[src/rtl/booth_mult_sequencer.sv]
// rtl/booth_mult_sequencer.sv - iterative radix-4 Booth multiplier sequencer
//
// Purpose: accepts a signed operand pair, retires one radix-4 Booth digit per
// clock into a 2N-bit accumulator and returns the full signed product.
// Optional macro BOOTH_EARLY_TERM_EN: stop as soon as every remaining digit is 0.
//
// Ports:
//   clk, rst_n                  clock, synchronous active-low reset
//   in_valid, in_ready          operand handshake (in_ready high only in IDLE)
//   multiplicand, multiplier    signed N-bit operands A and B
//   out_valid, out_ready        product handshake (out_valid high only in DONE)
//   product                     signed 2N-bit A*B, stable while out_valid
//   busy                        high in CALC or DONE
//   digit_cnt                   Booth digits retired for the current operation

module booth_mult_sequencer #(
  parameter int DATA_WIDTH = 32,
  parameter int NUM_DIGITS = (DATA_WIDTH + 1) / 2,
  parameter int CNT_WIDTH  = $clog2(NUM_DIGITS) + 1
) (
  input  logic                    clk,
  input  logic                    rst_n,
  input  logic                    in_valid,
  output logic                    in_ready,
  input  logic [DATA_WIDTH-1:0]   multiplicand,
  input  logic [DATA_WIDTH-1:0]   multiplier,
  output logic                    out_valid,
  input  logic                    out_ready,
  output logic [2*DATA_WIDTH-1:0] product,
  output logic                    busy,
  output logic [CNT_WIDTH-1:0]    digit_cnt
);

  localparam int PW = 2 * DATA_WIDTH;
  // Multiplier sign-extended to a whole number of digits plus the implicit
  // zero below bit 0 that the first Booth window looks at.
  localparam int SW = 2 * NUM_DIGITS + 1;

  typedef enum logic [1:0] {
    ST_IDLE,
    ST_CALC,
    ST_DONE
  } state_t;

  state_t               state_q, state_d;
  logic [PW-1:0]        a_q, a_d;
  logic [PW-1:0]        acc_q, acc_d;
  logic [PW-1:0]        prod_q, prod_d;
  logic [SW-1:0]        s_q, s_d;
  logic [CNT_WIDTH-1:0] cnt_q, cnt_d;

  logic [PW-1:0]        pp;
  logic [PW-1:0]        pp_shifted;
  logic [PW-1:0]        acc_sum;
  logic [SW-1:0]        s_shift;
  logic                 last_digit;

  // Booth recoding of the current 3-bit window into a partial product.
  always_comb begin
    pp = '0;
    unique case (s_q[2:0])
      3'b001, 3'b010: pp = a_q;
      3'b011:         pp = a_q << 1;
      3'b100:         pp = -(a_q << 1);
      3'b101, 3'b110: pp = -a_q;
      default:        pp = '0;
    endcase
  end

  // Digit k carries weight 4^k; sums wrap modulo 2^(2N) by construction.
  assign pp_shifted = pp << {cnt_q, 1'b0};
  assign acc_sum    = acc_q + pp_shifted;
  assign s_shift    = $signed(s_q) >>> 2;

`ifdef BOOTH_EARLY_TERM_EN
  // An all-zero or all-one window register recodes to nothing but zero digits.
  assign last_digit = (cnt_q == CNT_WIDTH'(NUM_DIGITS - 1)) ||
                      (s_shift == '0) || (s_shift == '1);
`else
  assign last_digit = (cnt_q == CNT_WIDTH'(NUM_DIGITS - 1));
`endif

  always_comb begin
    state_d = state_q;
    a_d     = a_q;
    acc_d   = acc_q;
    prod_d  = prod_q;
    s_d     = s_q;
    cnt_d   = cnt_q;
    unique case (state_q)
      ST_IDLE: begin
        if (in_valid) begin
          a_d     = PW'($signed(multiplicand));
          s_d     = {(SW-1)'($signed(multiplier)), 1'b0};
          acc_d   = '0;
          cnt_d   = '0;
          state_d = ST_CALC;
        end
      end
      ST_CALC: begin
        acc_d = acc_sum;
        s_d   = s_shift;
        cnt_d = cnt_q + CNT_WIDTH'(1);
        if (last_digit) begin
          prod_d  = acc_sum;
          state_d = ST_DONE;
        end
      end
      ST_DONE: begin
        if (out_ready) begin
          state_d = ST_IDLE;
        end
      end
      default: state_d = ST_IDLE;
    endcase
  end

  always_ff @(posedge clk) begin
    if (!rst_n) begin
      state_q <= ST_IDLE;
      a_q     <= '0;
      acc_q   <= '0;
      prod_q  <= '0;
      s_q     <= '0;
      cnt_q   <= '0;
    end else begin
      state_q <= state_d;
      a_q     <= a_d;
      acc_q   <= acc_d;
      prod_q  <= prod_d;
      s_q     <= s_d;
      cnt_q   <= cnt_d;
    end
  end

  assign in_ready  = (state_q == ST_IDLE);
  assign out_valid = (state_q == ST_DONE);
  assign busy      = (state_q != ST_IDLE);
  assign product   = prod_q;
  assign digit_cnt = cnt_q;

endmodule

[config.mk]
export PLATFORM = sky130hd
export DESIGN_NAME = booth_mult_sequencer
export DESIGN_NICKNAME = d
export VERILOG_FILES = /design/src/rtl/booth_mult_sequencer.sv
export SDC_FILE = /design/constraint.sdc
export NUM_CORES = 1
export LEC_CHECK = 0
export CAP_MARGIN = 25
export CORE_MARGIN = 1.5
export CORE_UTILIZATION = 30
export DETAILED_ROUTE_END_ITERATION = 10
export GPL_ROUTABILITY_DRIVEN = 0
export PLACE_DENSITY_LB_ADDON = 0.2
export SLEW_MARGIN = 20
export SYNTH_ARGS = -nofsm -noshare
export SYNTH_HDL_FRONTEND = slang
export SYNTH_SLANG_ARGS = --single-unit
[constraint.sdc]
create_clock -name clk -period 10.3 [get_ports clk]
set_clock_uncertainty 0.15 [all_clocks]
set_input_delay 1.03 -clock clk [delete_from_list [all_inputs] [get_ports clk]]
set_output_delay 1.03 -clock clk [all_outputs]
set_load 0.02 [all_outputs]
Word-level counts from Yosys, hierarchy flattened

Cells that the tools add are included.
Widths: inputs -> output; s select.

Register bits after elaboration: 200
Input port bits: 68
Output and inout port bits: 72

Add/subtract/negate cells: 4
Eq/ne operators: 12
Shifts and indexed selects: 1
Muxes and demuxes: 11
Bitwise operators: 1
Reductions and logical operators: 10

Operator list:

| operator            | number |
|---|---|
| $pmux 64 s4         | 1 |
| $neg 64->64         | 2 |
| $pmux 64 s2         | 1 |
| $pmux 33 s2         | 1 |
| $add 64x64->64      | 1 |
| $mux 64             | 1 |
| $shl 64x6->64       | 1 |
| $mux 33             | 1 |
| $pmux 5 s2          | 1 |
| $eq 3x3->1 const B  | 3 |
| $eq 3x2->1 const B  | 2 |
| $mux 2              | 3 |
| $pmux 2 s3          | 1 |
| $reduce_and 2->1    | 3 |
| $reduce_and 3->1    | 2 |
| $add 5x1->5 const B | 1 |
| $eq 5x4->1 const B  | 1 |
| $mux 5              | 1 |
| $ne 2x2->1 const B  | 2 |
| $reduce_bool 2->1   | 2 |
| $reduce_or 2->1     | 2 |
| $eq 3x1->1 const B  | 1 |
| $eq 2x1->1 const B  | 1 |
| $eq 2x2->1 const B  | 1 |
| 3 further kinds     | 3 |

Longest topological paths before layout

Gate-level depths: netlist of the first run.

Depth in word-level cells: 6
Depth in mapped cells: 29

Worst setup path before layout of the first run

Ideal clock, no wire load.

Kind: register -> register
From: register a_q[12]
To: register prod_q[62], in the netlist product[62]
Setup time: 0.062 ns
Arrival time: 6.130 ns
Slack: 3.958 ns
Stages on the path, launching flop included: 29
Clock period less this slack: 6.342 ns
Cells stage by stage: dfxtp_1 clkbuf_1 nor4_1 nor2b_1 clkbuf_1 clkbuf_1 nand4_1 ha_1 mux2i_1 a222oi_1 mux2_2 mux2_2 a21oi_1 and2_1 o21ai_0 o21ai_0 ha_1 clkbuf_1 a21o_1 a21o_1 a21o_1 a21o_1 a21o_1 or3_1 o31ai_1 o221a_2 nor3_1 or3_1 nand3_1

Word-level cells in the longest chain between the ends: 4
Elaborated cells between the ends (all ways): 5

Ends and longest elaborated chain:

| item                                  | line   | text |
|---|---|---|
| start, declared                       | 46     | `logic [PW-1:0] a_q, a_d;` |
| start signal, assigned                | 121    | `a_q <= '0;` |
| start signal, assigned                | 128    | `a_q <= a_d;` |
| $neg 64->64, on equally long branches | 65, 64 |  |
| $pmux 64 s4 *                         | 61     | `unique case (s_q[2:0])` |
| $shl 64x6->64 *                       | 71     | `assign pp_shifted = pp << {cnt_q, 1'b0};` |
| $add 64x64->64 *                      | 72     | `assign acc_sum = acc_q + pp_shifted;` |
| end signal, assigned                  | 130    | `prod_q <= prod_d;` |
| end, declared                         | 48     | `logic [PW-1:0] prod_q, prod_d;` |

Mark *: on every way between the ends. The rest lies on a longest branch, timed or not.
A chain may end at the register's enable or synchronous reset.

Worst setup path after layout of the first run

From: register a_q[2]
To: register acc_q[61]

Word-level cells in the longest chain between the ends: 5
Elaborated cells between the ends (all ways): 6

Ends and longest elaborated chain:

| item                                  | line   | text |
|---|---|---|
| $neg 64->64, on equally long branches | 65, 64 |  |
| $pmux 64 s4 *                         | 61     |  |
| $shl 64x6->64 *                       | 71     |  |
| $add 64x64->64 *                      | 72     |  |
| $pmux 64 s2 *                         | 90     | `unique case (state_q)` |
| end signal, assigned                  | 122    | `acc_q <= '0;` |
| end signal, assigned                  | 129    | `acc_q <= acc_d;` |
| end, declared                         | 47     | `logic [PW-1:0] acc_q, acc_d;` |

Marks and branches as above.

==> results.md, run 1 <==
* Maximum clock rate at 129 MHz
* Die width at 229 um
* Core Region at 50300 um^2
* Async set-reset flop share out of synthesis at 0%
* CP Class: flip-flop to flip-flop
* PostCTS Resize Cnt at 0
* WP data arrival at 7.97 ns
* Fraction of final layout cells sized beyond drive strength 1 at around 5.9%
* Yosys top cell area share at a little over a quarter
* Status: finished clean
* Yosys reg bits at 200
* Unrepaired setup endpoints after global routing: false
* CP endpoint kind: flip-flop
* M3 GR Usage at ~4%
* First-pass iteration count of the detailed router at 6
* Place WS at roughly 2.7 ns
* Headroom to the max-slew limit at 29.7%
* Post-synth EDFFs at 0
* Vias at 15600
* TritonCTS clock tree: built
* Row cnt at 82
* Post-Syn Nets at 2258
* Netlist cell types at 78
* DP Cell Count at 2777
* Final Cycle Share at 75.3%
* I/O pin count at 140
* Sequential fraction of the synthesis area at 26.1%
* Largest net degree at the start of global routing at 85
* Initial antenna violation count at 0
* CTS root buf: clkbuf_16
* Worst R2R End: acc_q[61]
* Global-route wire length before repair at between 80000 and 90000 um
* Met1 usage at 27.8%
* GRT busiest layer: met2
* Die height at 229 um
* Via density at 5.54
* Share of total power in the clock network at 31.2%
* Crit start category: flip-flop
* Critical Path RT at 10.51 ns
* Hold buffer count at cts at 0
* Flop pwr share at 36.6%
* Final setup vio count at 0
* Area leader, netlist: dfxtp_1
* Min-Delay Path Class: flip-flop to flip-flop
* Routed length per instance at 19.1 um
* Pin slew with the least headroom to its limit at between 1 and 1.5 ns
* Final Hold Viols at 0
* Yosys synthesis warning count at 0
* VDD IR max at 0.131 mV
* Clk buf depth at 2
* CP Max Fanout at 15
* Port Buffers at 139
* Worst Setup SP: a_q[2]
* Setup crit end: acc_q[61]
* Reg2reg start: a_q[2]
* Starting DRT DRC Count at ~1200
* Total setup buffers inserted after CTS at 0
* Area of the mapped netlist at between 15000 and 20000 um^2
* H-tree depth at 4
* R2R cell count at 24
* ANT cells at 0
* Layout Nets at 2260
* Die area at 52500 um^2
* Num CTS Buffers at 17
* Commonest non-fill, non-tap cell in the layout: nand2_1
* Clock Sinks at 200
* Final Max Slew Viols at 0
* Psw at 880 uW
* Final min period at 7.76 ns
* Ys flop type: dfxtp_1
* DRT antenna net count at 0
* Final TNS setup at 0 ns
* Switching Share at 38.2%
* Finished Layout Cells at about 2800
* Leak at 6.78 nW
* Internal cell power at 1.42 mW
* Number of max-cap violations at 0
* Cell count after synthesis at 2122
* Grt met2 use at 32.4%
* Total track usage at 20.4%
* Post-synthesis average cell area at slightly above 7 um^2
* Pwr dens at 130 nW/um^2
* Clock Latency Late Sink at 0.51 ns
* Area contributors post-synth: dfxtp_1 26%, nand2_1 8.4%, a21oi_1 7.2%, ha_1 5.5%, nor2_1 4.8%
* Routed WL at 53600 um
* Area delta synth->final at 15.5%
* GRT overflow at 0
* Starting density of the core at between 30% and 40%
* Clk slew on worst S/H paths at 0.09 ns
* Hold path cells at 2
* Vias in the first global route at 14700
* R2R Setup Slk at 2.54 ns
* Combinational share of power at 32.2%
* Commonest cells after routing, fill and taps aside: 340 x nand2_1, 222 x a21oi_1, 199 x dfxtp_1
* DRC Markers at 0
* Final worst slack at 2.54 ns
* Post-DP HPWL at 39000 um
per-stage QoR:
step                      utilization [%]  cell area, um^2  power, mW  hold slack (ns)
final                                35.2            17700       2.30            0.303
after global routing                 35.2            17700       2.43            0.325
after CTS                            35.2            17700       2.32            0.308
after detailed placement             34.0            17100       1.59            0.296
after global placement               34.0            17100       1.58            0.295
after floorplan                         -            15300       1.36            0.282
metal layers:
layer,wire [um],vias up
met4,1010,0
met3,3230,62
li1,-,7649
met5,0,-
met1,25100,7391
met2,24200,467
worst min path at each step:
| stage | startpoint | end |
|---|---|---|
| after global placement | product[31] | product[31] |
| after CTS | product[31] | product[31] |
| final | product[14] | product[14] |
| after detailed placement | product[31] | product[31] |
| after global routing | product[32] | product[32] |
| after floorplan | acc_q[25] | acc_q[25] |
state kept, by name, indices dropped and copies added, names as in the netlist:
register   cells
a_q           32
acc_q         64
digit_cnt      5
product       64
s_q           33
state_q        2
layout make-up:
cell class,count,area (um^2)
clock inverter,14,161
sequential,200,4010
inverter,36,140
multi-input combinational,1703,10500
timing repair buffer,166,1600
tap,672,841
clock buffer,18,439
fill,5406,32600
cells by family (layout without fill, tap and decap cells):
family	after synthesis	after routing	share of synthesized area, %
adders and majority gates	68	68	5.60
AOI/OAI and AO/OA	650	650	27.2
DFF	200	200	26.1
buffers and inverters	219	234	5.50
and+or+nand+nor	804	804	23.5
xor gates and xnor gates	94	94	5.37
muxes	87	87	6.67
critical path, cell delays in order, from the launching register on:
cell and delay [ns]:
dfxtp_1 0.42, nor4_1 0.55, and3_1 0.67, nand4_1 0.24, ha_1 0.35, nor3_1 0.15
a31oi_1 0.06, o21ai_0 0.70, mux4_2 0.43, inv_1 0.06, o21ai_1 0.16, mux2i_1 0.09
o21ai_0 0.33, ha_1 0.38, a21oi_1 0.21, o21ai_0 0.14, a2111oi_0 0.68, nor3_1 0.13
o21ai_0 0.39, a31oi_1 0.25, o21a_1 0.26, nand2b_1 0.18, a31oi_1 0.33, xnor2_1 0.17
o21ai_0 0.09
synthesized netlist by cell type (all sizes together), types with 13 or more instances:
cell    number
nand2      342
a21oi      222
dfxtp      200
nor2       195
clkbuf     155
o21ai      109
nand3       80
ha          67
a21o        57
xnor2       55
mux2i       52
xor2        39
nor3        35
inv         33
a31oi       31
a311oi      29
a211oi      28
buf         28
mux2        26
nand4       22
nand2b      21
o21bai      20
o31ai       20
or3         19
nor4        17
nor2b       16
and2        14
o22ai       13
power groups by stage:
| stage | clock network [mW] | registers [mW] | logic (mW) |
|---|---|---|---|
| global route | 0.776 | 0.847 | 0.809 |
| finish | 0.718 | 0.841 | 0.742 |
| CTS | 0.747 | 0.841 | 0.735 |
| detailed placement | 0 | 0.859 | 0.732 |
| global placement | 0 | 0.858 | 0.727 |
| floorplan | 0 | 0.842 | 0.522 |
(Power assumes the default switching activity.)
==> run 2: changes to the inputs <==
- clock period: 10.3 -> 7.8 ns (I/O delays scaled with it)
==> run 2 against run 1 <==
Against the previous run: register-to-register slack got worse by 1.9 ns; sequential power rose by 32%; power rose by 32%; largest cell class unchanged; global-route usage fell by 0.11 points; fmax rose by 8.1%; final cell count rose by 0.78%; sequential share of layout area fell by 0.20 points; critical endpoint unchanged.
==> results.md, run 2 (synthesized netlist as in run 1, its figures left out) <==
* Hold WS at 0.302 ns (-0.000364 ns)
* Largest net degree at the start of global routing at 91 (+7.1%)
* Clk slew on worst S/H paths at 0.07 ns (-0.02 ns)
* CP Class: flip-flop to flip-flop
* Die width at 229 um (unchanged)
* Clk buf depth at 2 (unchanged)
* Headroom to the max-slew limit at 27.8% (-1.9 points)
* CP endpoint kind: flip-flop
* Number of fill cells at 5434 (+0.52%)
* Power Total at 3.03 mW (+32%)
* Total track usage at 20.3% (-0.11 points)
* Clock Sinks at 200 (unchanged)
* WP data arrival at 7.37 ns (-0.60 ns)
* R2R cell count at 27 (+13%)
* Total setup buffers inserted after CTS at 0 (unchanged)
* Final Cycle Share at 92.0% (+17 points)
* Final core area utilization at 35.6% (+0.32 points)
* Fraction of final layout cells sized beyond drive strength 1 at 6.90% (+0.96 points)
* Core Region at 50300 um^2 (unchanged)
* CTS root buf: clkbuf_16
* Die area at 52500 um^2 (unchanged)
* Layout Nets at 2282 (+0.97%)
* Final TNS setup at 0 ns (unchanged)
* Post-DP HPWL at 39300 um (+0.76%)
* CP Max Fanout at 8 (-7)
* Final Max Slew Viols at 0 (unchanged)
* Routed WL at 53500 um (about the same)
* Commonest cells after routing, fill and taps aside: 340 x nand2_1, 222 x a21oi_1, 199 x dfxtp_1
* Routed length per instance at 18.9 um (-0.83%)
* Commonest non-fill, non-tap cell in the layout: nand2_1
* Vias at 15800 (+1.2%)
* Placed inst area at 17300 um^2 (+0.90%)
* HP Start: product[19]
* Reg2reg start: a_q[0]
* Critical Path RT at 7.99 ns (-2.52 ns)
* Worst Hold Path EP: product[19]
* Final Hold Viols at 0 (unchanged)
* Clock Latency Late Sink at 0.49 ns (-0.02 ns)
* GRT overflow at 0 (unchanged)
* H-tree depth at 4 (unchanged)
* Pin slew with the least headroom to its limit at 1.08 ns (+0.0291 ns)
* Maximum clock rate at 139 MHz (+8.1%)
* Leak at 6.87 nW (+1.4%)
* Worst R2R End: acc_q[61]
* First-pass iteration count of the detailed router at 5 (-1)
* Hold path cells at 2 (unchanged)
* Vias in the first global route at 14800 (+0.79%)
* Num CTS Buffers at 17 (unchanged)
* Starting DRT DRC Count at 1199 (-0.75%)
* Final setup vio count at 0 (unchanged)
* Pwr dens at 170 nW/um^2 (+31%)
* Crit start category: flip-flop
* DRT antenna net count at 0 (unchanged)
* Status: finished clean
* Hold buffer count at cts at 0 (unchanged)
* Final min period at 7.18 ns (-0.582 ns)
* Area delta synth->final at 16.6%
* Unrepaired setup endpoints after global routing: false
* Via density at 5.56 (+0.39%)
* TritonCTS clock tree: built
* ANT cells at 0 (unchanged)
* Row cnt at 82 (unchanged)
* Design Area, Final at 17900 um^2 (+0.90%)
* Port Buffers at 139 (unchanged)
* Number of max-cap violations at 0 (unchanged)
* Global-route wire length before repair at 84700 um (-0.50%)
* VDD IR max at 0.166 mV (+27%)
* R2R Setup Slk at 0.62 ns (-1.92 ns)
* Min-Delay Path Class: flip-flop to flip-flop
* Die height at 229 um (unchanged)
* I/O pin count at 140 (unchanged)
* DRC Markers at 0 (unchanged)
* Initial antenna violation count at 0 (unchanged)
* Starting density of the core at 30.5% (unchanged)
run 2: cell types whose count changed in the layout (fill, tap and decap cells not counted), moves of 2 or more:
cell | before | now
inv_8 | 3 | 0
clkbuf_8 | 1 | 5
buf_4 | 26 | 49
nor4_2 | 0 | 2
nor4_1 | 16 | 14
clkbuf_1 | 0 | 2
clkinv_8 | 2 | 0
run 2: repair_timing:
| item | 4_1_cts | 5_1_grt |
|---|---|---|
| hold endpoints to repair | 0 | 0 |
| setup endpoints to repair | 0 | 3 |
| resized for setup | 0 | 3 |
run 2: power by group:
part           leakage, nW  switching, mW  internal (mW)
clock                0.287          0.436          0.486
combinational         4.96          0.635          0.362
sequential            1.63         0.0477           1.07
total                 6.87           1.12           1.91
run 2: worst max path at each step:
stage,from,end,slack [ns],cells past startpoint
after global routing,a_q[0],product[61],0.14,25
after floorplan,a_q[12],product[62],1.46,28
final,a_q[0],acc_q[61],0.62,27
after detailed placement,a_q[25],product[62],0.57,24
after CTS,a_q[25],product[62],0.50,24
after global placement,a_q[16],product[62],0.71,23
run 2: worst max-delay path, stage by stage (launching register included):
cell,delay (ns)
dfxtp_1,0.39
inv_1,0.12
ha_1,0.29
or3b_2,0.55
o31ai_1,0.27
xor2_1,0.21
o32ai_1,0.11
a221oi_1,0.73
mux2i_1,0.20
mux2_2,0.33
nand2_1,0.06
o21ai_0,0.14
mux2i_1,0.17
o21ai_0,0.09
buf_4,0.17
ha_1,0.36
a21oi_1,0.22
o21ai_0,0.15
a2111oi_0,0.56
buf_4,0.21
nor3_1,0.05
o21ai_0,0.31
a31oi_1,0.20
o21a_1,0.24
nand2b_1,0.18
a31oi_1,0.32
xnor2_1,0.16
o21ai_0,0.09
run 2: metal layers:
metal	wire, um	global-route usage (%)	vias to the layer above	part of all wire (%)
met5	0	0	-	0
met4	1190	7.46	0	2.2
met3	3350	3.10	67	6.3
met2	24200	32.5	534	45
met1	24800	27.4	7450	46
li1	-	-	7701	-
run 2: layout make-up:
class | instances | area, um^2 | share of cell area [%]
Clock inverter | 8 | 86.3 | 0.483
Multi-Input combinational cell | 1703 | 10500 | 59.0
Timing Repair Buffer | 188 | 1760 | 9.84
Inverter | 36 | 140 | 0.784
Sequential cell | 200 | 4010 | 22.4
Clock buffer | 24 | 502 | 2.81
Tap cell | 672 | 841 | 4.70
run 2: stage by stage:
stage | worst slack (ns) | cells
2_1_floorplan | 1.46 | 2122
3_3_place_gp | 0.712 | 2798
3_5_place_dp | 0.566 | 2799
4_1_cts | 0.503 | 2831
5_1_grt | 0.141 | 2831
6_report | 0.621 | 2831
==> run 3: changes to the inputs <==
- MAX_ROUTING_LAYER: unset -> met4
==> run 3 against run 2 <==
Against the previous run: sequential power is essentially flat; die area unchanged; via count about the same; power barely moved; core utilization is the same; critical path type unchanged.
==> results.md, run 3 (synthesized netlist as in run 1, its figures left out) <==
* Status: finished clean
* H-tree depth at 4 (unchanged)
* Final min period at 7.19 ns (+0.00675 ns)
* Routed WL at 53600 um (+0.14%)
* Maximum clock rate at 139 MHz (about the same)
* TritonCTS clock tree: built
* Layout Nets at 2282 (unchanged)
* Clock Sinks at 200 (unchanged)
* Die width at 229 um (unchanged)
* Clock Latency Late Sink at 0.49 ns (about the same)
* Vias at 15700 (-0.063%)
* Largest net degree at the start of global routing at 91 (unchanged)
* Hold buffer count at cts at 0 (unchanged)
* I/O pin count at 140 (unchanged)
* Crit start category: flip-flop
* Critical Path RT at 8.07 ns (+0.08 ns)
* Final Max Slew Viols at 0 (unchanged)
* Die area at 52500 um^2 (unchanged)
* Number of max-cap violations at 0 (unchanged)
* Total track usage at 20.9% (+0.65 points)
* Headroom to the max-slew limit at 28.7% (+0.92 points)
* Leak at 6.87 nW (unchanged)
* Placed inst area at 17300 um^2 (unchanged)
* First-pass iteration count of the detailed router at 6 (+1)
* DRT antenna net count at 0 (unchanged)
* DRC Markers at 0 (unchanged)
* Post-DP HPWL at 39300 um (unchanged)
* CP max-delay cell: a221oi_1
* Routed length per instance at 18.9 um (+0.14%)
* Pwr dens at 170 nW/um^2 (about the same)
* Row cnt at 82 (unchanged)
* CP Max Fanout at 8 (unchanged)
* CP Class: flip-flop to flip-flop
* Final Hold Viols at 0 (unchanged)
* Crit-path max cell delay at 0.69 ns (-0.04 ns)
* CTS root buf: clkbuf_16
* Clk buf depth at 2 (unchanged)
* Initial antenna violation count at 0 (unchanged)
* Fraction of final layout cells sized beyond drive strength 1 at 6.90% (unchanged)
* ANT cells at 0 (unchanged)
* CP endpoint kind: flip-flop
* Final Cycle Share at 92.1% (about the same)
* Commonest cells after routing, fill and taps aside: 340 x nand2_1, 222 x a21oi_1, 199 x dfxtp_1
* Area delta synth->final at 16.6% (unchanged)
* WP data arrival at 7.45 ns (+0.08 ns)
* Global-route wire length before repair at 84800 um (about the same)
* Final TNS setup at 0 ns (unchanged)
* Via density at 5.56 (about the same)
* Port Buffers at 139 (unchanged)
* Num CTS Buffers at 17 (unchanged)
* Clk slew on worst S/H paths at 0.07 ns (about the same)
* Pin slew with the least headroom to its limit at 1.07 ns (-0.0139 ns)
* Unrepaired setup endpoints after global routing: false
* Final setup vio count at 0 (unchanged)
* Starting DRT DRC Count at 1139 (-5.0%)
* Die height at 229 um (unchanged)
* Number of fill cells at 5434 (unchanged)
* Min-Delay Path Class: flip-flop to flip-flop
* GRT overflow at 0 (unchanged)
* Core Region at 50300 um^2 (unchanged)
* VDD IR max at 0.168 mV (+1.5%)
* Commonest non-fill, non-tap cell in the layout: nand2_1
* Design Area, Final at 17900 um^2 (unchanged)
* Vias in the first global route at 14800 (+0.054%)
* Starting density of the core at 30.5% (unchanged)
-- run 3: cell counts in the layout (fill, tap and decap cells not counted) --
Identical to the previous run, type by type.
-- run 3: routing by layer --
metal | global-route usage (%) | up-vias | wire [um] | share of wire [%]
met1 | 27.6 | 7504 | 25200 | 47
met5 | - | - | 0 | 0
met2 | 32.3 | 471 | 24200 | 45
met4 | 7.24 | 0 | 1240 | 2.3
li1 | - | 7699 | - | -
met3 | 3.31 | 68 | 2970 | 5.5
-- run 3: cell type report --
class	count	area (um^2)	area share, %
inverters	36	140	0.784
clock inverters	8	86.3	0.483
multi-input cells	1703	10500	59.0
well taps	672	841	4.70
repair buffers	188	1760	9.84
flip-flops and latches	200	4010	22.4
clock buffers	24	502	2.81
-- run 3: repair_timing --
action                                  4_1_cts  5_1_grt
buffers inserted                              0        0
endpoints found under the setup margin        0        3
gates resized for setup                       0        3
hold endpoints to repair                      0        0
-- run 3: power by group --
group | switching (mW) | total, mW | internal [mW]
clock network | 0.436 | 0.921 | 0.486
registers | 0.0476 | 1.11 | 1.07
logic | 0.636 | 0.998 | 0.362
total | 1.12 | 3.03 | 1.91
-- run 3: through the flow --
| stage | instances | hold slack [ns] | total power, mW | util [%] | worst slack (ns) |
|---|---|---|---|---|---|
| 2_1_floorplan | 2122 | 0.282 | 1.80 | - | 1.46 |
| 3_5_place_dp | 2799 | 0.295 | 2.12 | 34.4 | 0.566 |
| 5_1_grt | 2831 | 0.326 | 3.20 | 35.6 | 0.139 |
| 6_report | 2831 | 0.303 | 3.03 | 35.6 | 0.615 |
| 4_1_cts | 2831 | 0.306 | 3.05 | 35.5 | 0.503 |
| 3_3_place_gp | 2798 | 0.293 | 2.11 | 34.3 | 0.712 |
-- run 3: final timing paths --
check              start           to  slack (ns)  cells after the start
max               a_q[0]  product[61]        0.61                     25
min reg2reg  product[17]  product[17]        0.30                      2
min          product[17]  product[17]        0.30                      2
max reg2reg       a_q[0]  product[61]        0.61                     25
-- run 3: worst max-delay path, delay by kind of cell, from the launching register on --
family | cells | cell delay (ns)
multiplexers | 2 | 0.56
adder cells (fa/ha/maj) | 2 | 0.73
XOR/XNOR | 1 | 0.21
AND/OR/NAND/NOR | 8 | 2.18
AO/OA/AOI/OAI | 10 | 2.57
flip-flops | 1 | 0.39
buffers and inverters | 2 | 0.30
